## config.mk

```make
export PLATFORM = sky130hd
export DESIGN_NAME = updown_mod_counter_flat
export DESIGN_NICKNAME = d
export VERILOG_FILES = /design/src/rtl/updown_mod_counter_if.sv /design/src/rtl/updown_mod_counter.sv /design/src/flat_wrapper.sv
export SDC_FILE = /design/constraint.sdc
export NUM_CORES = 1
export LEC_CHECK = 0
export ABC_AREA = 1
export CAP_MARGIN = 20
export CORE_AREA = 2 2 39 41
export DETAILED_ROUTE_END_ITERATION = 10
export DIE_AREA = 0 0 41 43
export PLACE_DENSITY_LB_ADDON = 0.2
export SLEW_MARGIN = 10
export SYNTH_ARGS = -nofsm -noshare
export SYNTH_HDL_FRONTEND = slang
export SYNTH_SLANG_ARGS = --single-unit
```

## constraint.sdc

```tcl
create_clock -name clk -period 1.8 [get_ports clk]
set_input_delay 0.36 -clock clk [delete_from_list [all_inputs] [get_ports clk]]
set_output_delay 0.36 -clock clk [all_outputs]
set_load 0.02 [all_outputs]
```

## src/rtl/updown_mod_counter_if.sv

```systemverilog
// updown_mod_counter_if
// Groups the control inputs and status outputs of updown_mod_counter.
//   en      count enable          down    direction (1 = down)
//   sat     saturate mode         load    parallel load strobe
//   din     load value            clr_ovf clear sticky overflow
//   q       current count         tc      terminal count (combinational)
//   wrap    registered wrap pulse ovf     sticky overflow flag
// master drives the controls; slave is the counter itself.
interface updown_mod_counter_if #(
    parameter int unsigned WIDTH = 4
);
    logic             en;
    logic             down;
    logic             sat;
    logic             load;
    logic [WIDTH-1:0] din;
    logic             clr_ovf;
    logic [WIDTH-1:0] q;
    logic             tc;
    logic             wrap;
    logic             ovf;

    modport master (
        output en, down, sat, load, din, clr_ovf,
        input  q, tc, wrap, ovf
    );

    modport slave (
        input  en, down, sat, load, din, clr_ovf,
        output q, tc, wrap, ovf
    );
endinterface

```

## src/rtl/updown_mod_counter.sv

```systemverilog
// updown_mod_counter
// Parametrised synchronous up/down counter over 0..MAX with parallel load,
// wrap/saturate mode, terminal count, registered wrap pulse and sticky
// overflow flag. Digits cascade by feeding one counter's tc into the next
// counter's en.
//   clk  : rising-edge clock
//   nrst : synchronous active-low reset
//   bus  : control/status bundle (slave side), see updown_mod_counter_if
module updown_mod_counter #(
    parameter int unsigned WIDTH = 4,
    parameter int unsigned MAX   = (2**WIDTH) - 1
) (
    input  logic                  clk,
    input  logic                  nrst,
    updown_mod_counter_if.slave   bus
);
    localparam logic [WIDTH-1:0] MAXV = WIDTH'(MAX);

    logic [WIDTH-1:0] q_r;
    logic             wrap_r;
    logic             ovf_r;

    // Boundary tests are done on q before any arithmetic so the
    // increment never needs a carry bit beyond WIDTH.
    always_ff @(posedge clk) begin
        if (!nrst) begin
            q_r    <= '0;
            wrap_r <= 1'b0;
            ovf_r  <= 1'b0;
        end else begin
            wrap_r <= 1'b0;
            if (bus.clr_ovf) begin
                ovf_r <= 1'b0;
            end
            if (bus.load) begin
                q_r <= (bus.din > MAXV) ? MAXV : bus.din;
            end else if (bus.en) begin
                if (!bus.down) begin
                    if (q_r < MAXV) begin
                        q_r <= q_r + 1'b1;
                    end else begin
                        // Covers q==MAX and the unreachable q>MAX case.
                        // Assigned after the clear so a set event wins.
                        ovf_r <= 1'b1;
                        if (bus.sat) begin
                            q_r <= MAXV;
                        end else begin
                            q_r    <= '0;
                            wrap_r <= 1'b1;
                        end
                    end
                end else begin
                    if (q_r == '0) begin
                        ovf_r <= 1'b1;
                        if (!bus.sat) begin
                            q_r    <= MAXV;
                            wrap_r <= 1'b1;
                        end
                    end else if (q_r > MAXV) begin
                        q_r <= MAXV;
                    end else begin
                        q_r <= q_r - 1'b1;
                    end
                end
            end
        end
    end

    always_comb begin
        bus.q    = q_r;
        bus.wrap = wrap_r;
        bus.ovf  = ovf_r;
        bus.tc   = bus.en & ((~bus.down & (q_r == MAXV)) |
                             ( bus.down & (q_r == '0)));
    end
endmodule

```

## src/flat_wrapper.sv

```systemverilog
// flat-port wrapper written by rule: the top's interface ports become plain ports
module updown_mod_counter_flat 
#(
    parameter int unsigned WIDTH = 4,
    parameter int unsigned MAX   = (2**WIDTH) - 1
)
  (clk, nrst, bus_en, bus_down, bus_sat, bus_load, bus_din, bus_clr_ovf, bus_q, bus_tc, bus_wrap, bus_ovf);
  updown_mod_counter_if #(.WIDTH(WIDTH)) bus_i ();
  input  logic clk;
  input  logic nrst;
  input wire logic [$bits(bus_i.en)-1:0] bus_en;
  input wire logic [$bits(bus_i.down)-1:0] bus_down;
  input wire logic [$bits(bus_i.sat)-1:0] bus_sat;
  input wire logic [$bits(bus_i.load)-1:0] bus_load;
  input wire logic [$bits(bus_i.din)-1:0] bus_din;
  input wire logic [$bits(bus_i.clr_ovf)-1:0] bus_clr_ovf;
  output wire logic [$bits(bus_i.q)-1:0] bus_q;
  output wire logic [$bits(bus_i.tc)-1:0] bus_tc;
  output wire logic [$bits(bus_i.wrap)-1:0] bus_wrap;
  output wire logic [$bits(bus_i.ovf)-1:0] bus_ovf;
  assign bus_i.en = bus_en;
  assign bus_i.down = bus_down;
  assign bus_i.sat = bus_sat;
  assign bus_i.load = bus_load;
  assign bus_i.din = bus_din;
  assign bus_i.clr_ovf = bus_clr_ovf;
  assign bus_q = bus_i.q;
  assign bus_tc = bus_i.tc;
  assign bus_wrap = bus_i.wrap;
  assign bus_ovf = bus_i.ovf;
  updown_mod_counter #(.WIDTH(WIDTH), .MAX(MAX)) u_core (.clk(clk), .nrst(nrst), .bus(bus_i));
endmodule
```

==> Word level (Yosys, flattened, before mapping) <==
Index checks and enable logic that the tools add are counted.
W data, S select, Z words.
{ "word_totals": {"reg_bits": 6, "inputBits": 11, "out_inout_bits": 7, "word_cells": 40} }
{ "classes": {"add_sub_neg": 2, "n_lt_le_gt_ge": 3, "n_eq_ne": 2, "mux": 19, "n_bitwise": 7, "reduce_logical": 4} }
{ "op_table": {"columns": ["op", "n"], "rows": [
  ["$mux W4", 9],
  ["$mux W1", 10],
  ["$gt A4 B4 Y1 const B", 2],
  ["$add A4 B1 Y4 const B", 1],
  ["$eq A4 B4 Y1 const B", 1],
  ["$logic_not A4 Y1", 1],
  ["$lt A4 B4 Y1 const B", 1],
  ["$ne A4 B4 Y1 const B", 1],
  ["$sub A4 B1 Y4 const B", 1],
  ["$and A1 B1 Y1", 3],
  ["$not A1 Y1", 3],
  ["$reduce_or A3 Y1", 1],
  ["$reduce_and A2 Y1", 1],
  ["$reduce_bool A2 Y1", 1],
  ["$or A1 B1 Y1", 1]
]} }

==> Longest topological paths before layout <==
{ "depth": {"ltp_word": 6, "depth_mapped": 10, "depth_no_buf": 10} }

==> Least setup slack after synthesis <==
Ideal clock, no wire load.
{ "synth_path": {"path_type": "register to output", "startpoint": "reg u_core.q_r[0] (netlist: u_core.bus.q[0])", "endpoint": "out bus_tc", "arrival_ps": 1250, "required_time_ps": 1440, "setup_slack_ps": 190, "stages_incl_launch_ff": 7, "path_buffers": 0, "path_cell_list": "dfxtp_1 -> inv_1 -> ha_1 -> nand2_4 -> nor2_2 -> o21ai_1 -> a21oi_2"} }
{ "synth_between": {"elab_chain_len": 4, "elab_cells_between_ends": 6, "classes_between": "eq/ne: 1; bitwise: 4; reduce/logical: 1"} }
{ "synth_rtl": {"columns": ["element", "line", "rtl"], "rows": [
  ["start, declared", "updown_mod_counter.sv:19", "logic [WIDTH-1:0] q_r;"],
  ["start signal, assigned", "updown_mod_counter.sv:36", "q_r <= (bus.din > MAXV) ? MAXV : bus.din;"],
  ["start signal, assigned", "updown_mod_counter.sv:40", "q_r <= q_r + 1'b1;"],
  ["start signal, assigned", "updown_mod_counter.sv:62", "q_r <= q_r - 1'b1;"],
  ["$eq A4 B4 Y1 or $logic_not A4 Y1 (tied branches)", "updown_mod_counter.sv:73, updown_mod_counter.sv:74", null],
  ["$and A1 B1 Y1, on equally long branches", "updown_mod_counter.sv:73, updown_mod_counter.sv:74", null],
  ["$or A1 B1 Y1 *", "updown_mod_counter.sv:73", "bus.tc = bus.en & ((~bus.down & (q_r == MAXV)) |"],
  ["$and A1 B1 Y1 *", "updown_mod_counter.sv:73", null],
  ["end, declared", "flat_wrapper.sv:18", "output wire logic [$bits(bus_i.tc)-1:0] bus_tc;"]
]} }
Every way passes the cells marked *; elsewhere a longest branch is shown, timed or not.

==> Worst setup path after layout <==
Ends and elaborated chain as after synthesis.

==> flow_summary.ini <==
[route]
dr_total_vias = 616
post_drt_wl_per_cell_um = 10.79
drt_iter0_markers = 17
dr.pass1.iters = 4
drc = 0
viasPerCell = 4.889
postRouteAntennaNets = 0
wl_um = 1360

[logic_synthesis]
yosys.area.top_type_share = 0.2500
synth_adder_area_share = 0.05208
yosysSeqAreaShare = 0.2500
syn_inst = 77
syn_area_per_cell_um2 = 6.240
ys_seq_elements = 6
synthDistinctLibCells = 20
synthSimpleGateAreaFrac = 0.4453
syn-cell-area_um2 = 480.5
yosysWarnings = 0
yosys.area.top_type = dfxtp_1
synth_compound_area_frac = 0.1328
synthMuxAreaShare = 0
synthTopCellsByArea = dfxtp_1 25%, nand2_1 16%, nand3_1 11%, a21oi_1 9.4%, nor2_1 6.3%
synth_nets = 90
synth_top_family_by_area = simple AND/OR/NAND/NOR gates
yosys.area_share.xor_xnor = 0.01823

[timing]
holdWs_ns = 0.4638
fmax_ghz = 0.5754
worstMarginPinSlew_ns = 0.2266
post-route-min-period_ns = 1.738
maxSlewHeadroom = 0.8487
setup_viol = 0
hold_viol_final = 0
fin_crit_sh = 0.9655
fin_skew_ns = 0.003463
rsz0062_at_grt = true
final-max-slew-violation-count = 0
finalSetupTns_ns = 0

[worst_hold_path]
min_path_cells = 2
hold_path_class = flop to flop
min_from = u_core.bus.ovf$_SDFF_PN0_
holdPathEnd = u_core.bus.ovf$_SDFF_PN0_

[global_route]
grt_max_degree = 9
antenna_found_initial = 0
grt_pass1_vias = 571
grt_pass1_wl_um = 2352
grt_usage = 0.1978
overflow = 0

[cts]
cts_num_sinks = 6
cts_tree = yes
clk_path_buf_depth = 2
postCtsHoldBufs = 0
cts-resized-gates = 6
postCtsSetupBuffers = 0
clock_latency_ns = 0.25
h-tree-depth = 1
clockRootBuffer = clkbuf_4
clkSlewWorstSetupHoldPaths_ns = 0.04
numCtsBuffers = 3

[power]
power_leakage_nw = 0.3945
sw_frac_of_total = 0.3397
power_frac_clock = 0.253
seqPwrFrac = 0.312
powerDensity_mw_per_mm2 = 636.3
p_switching_mw = 0.1714
power_mw = 0.5047
power_frac_comb = 0.435
intPower_mw = 0.3333
peakVddDrop_mv = 0.4271

[final_layout]
register_area_um2 = 121.4
layout-drive-gt1-share = 0.2455
multiInputGateArea_um2 = 314.1
nFillCells = 136
area_delta_synth_final_pct = 65.10
diodes = 0
instances_no_fill = 126
finalNetCount = 125

[floorplanning]
initial_core_util = 0.3472
die-width_um = 41
rows = 14
die_area_mm2 = 0.001763
core_area_mm2 = 0.001384
pin_count = 18
dieHeight_um = 43

[setup_path]
endpoint_kind = output pin
cp_slowest_cell = dfxtp_1
path_class = flop to output pin
startpoint_type = flop
crit_arrival_ns = 1.38
crit_chain = inv_1 > ha_2 > nand2_4 > nor2_2 > o21ai_1 > a21oi_2 > buf_4
r2r_setup_slack_ns = 0.38
reg2reg_depth = 10
crit_required_ns = 1.44
r2r_end = u_core.bus.q[3]$_SDFFE_PN0P_
cp_slowest_stage_delay_ns = 0.32
critPathMaxFanout = 3
rr_startpoint = u_core.bus.q[0]$_SDFFE_PN0P_

[outcome]
outcome = finished clean

[placement]
dp_cells = 123
dp.final_hpwl_um = 1094
gp_congestion = 0.9249
portBuffers = 17

[run]
maxCapViolCount = 0
worst max path at each step:
stage | cells past startpoint | endpoint | start | slack, ns
3_5_place_dp | 5 | bus_tc | bus_down | -0.27
6_report | 7 | bus_tc | u_core.bus.q[0]$_SDFFE_PN0P_ | 0.06
5_1_grt | 7 | bus_tc | u_core.bus.q[0]$_SDFFE_PN0P_ | -0.04
3_3_place_gp | 5 | bus_tc | bus_down | -0.26
2_1_floorplan | 6 | bus_tc | u_core.bus.q[0]$_SDFFE_PN0P_ | 0.19
4_1_cts | 2 | bus_q[3] | u_core.bus.q[3]$_SDFFE_PN0P_ | 0.006
Yosys cell counts, drive strengths merged:
library cell  count
nand4             3
or2               1
inv               8
nor2              9
buf               1
nor3              1
a21oi            10
dfxtp             6
nand3            11
nand2            22
o21ai             2
xnor2             1
ha                2
through the flow:
step	setup WS [ns]	utilization	cell area, um^2
3_5_place_dp	-0.2660	0.5524	764.5
6_report	0.06208	0.5732	793.3
3_3_place_gp	-0.2573	0.5524	764.5
5_1_grt	-0.03923	0.5732	793.3
4_1_cts	0.006144	0.5678	785.8
2_1_floorplan	0.1896	-	480.5
power groups by stage:
stage / combinational [mW] / sequential (mW) / clock (mW)
after floorplan: 0.103 / 0.171 / 0
after global placement: 0.217 / 0.160 / 0
after detailed placement: 0.219 / 0.160 / 0
after CTS: 0.220 / 0.158 / 0.130
after global routing: 0.245 / 0.159 / 0.138
final: 0.219 / 0.158 / 0.128
critical path: cells and delay by family, from the launching register on:
family	cells	cell delay [ns]
fa+ha+maj	1	0.21
simple gates	2	0.17
buf+inv	2	0.24
compound gates	2	0.20
flops	1	0.32
cell type report:
class                           instances  share of cell area
Tap cell                               16             0.02524
Sequential cell                         6              0.1530
Timing Repair Buffer                   31              0.3502
Multi-Input combinational cell         62              0.3959
Clock buffer                            3             0.02839
Inverter                                8             0.04732
cells by family (layout without fill, tap and decap cells):
logic type | after synthesis | in the layout
AND/OR/NAND/NOR | 47 | 47
adder cells (fa/ha/maj) | 2 | 2
AO/OA/AOI/OAI | 12 | 12
buffers and inverters | 9 | 42
flip-flops | 6 | 6
XOR/XNOR | 1 | 1
cells in the final DEF (no fill, tap or decap):
master and count:
or2_2 1, xnor2_1 1, o21ai_1 1, dlymetal6s2s_1 2, ha_2 1, inv_2 1, inv_8 1, inv_1 6
clkbuf_4 3, nor3_1 1, buf_4 15, o21ai_0 1, nand3_1 11, dfxtp_2 1, ha_1 1, clkdlybuf4s50_1 14
dfxtp_1 5, a21oi_2 1, nand2_2 1, nor2_1 8, a21oi_1 9, nand4_1 3, nand2_1 20, nand2_4 1
nor2_2 1
routing by layer:
metal	vias to the layer above	share of wire	track usage	wire length [um]
met4	0	0.0074	0.07333	10
met3	2	0.096	0.07853	130
met5	-	0	0	0
met1	267	0.41	0.2572	562
met2	24	0.48	0.2844	657
li1	323	-	-	-
state kept, by name (all words and copies together) (netlist names):
signal	flops
u_core.bus.ovf	1
u_core.bus.q	4
u_core.bus.wrap	1
Power figures use the tool's default switching activity.
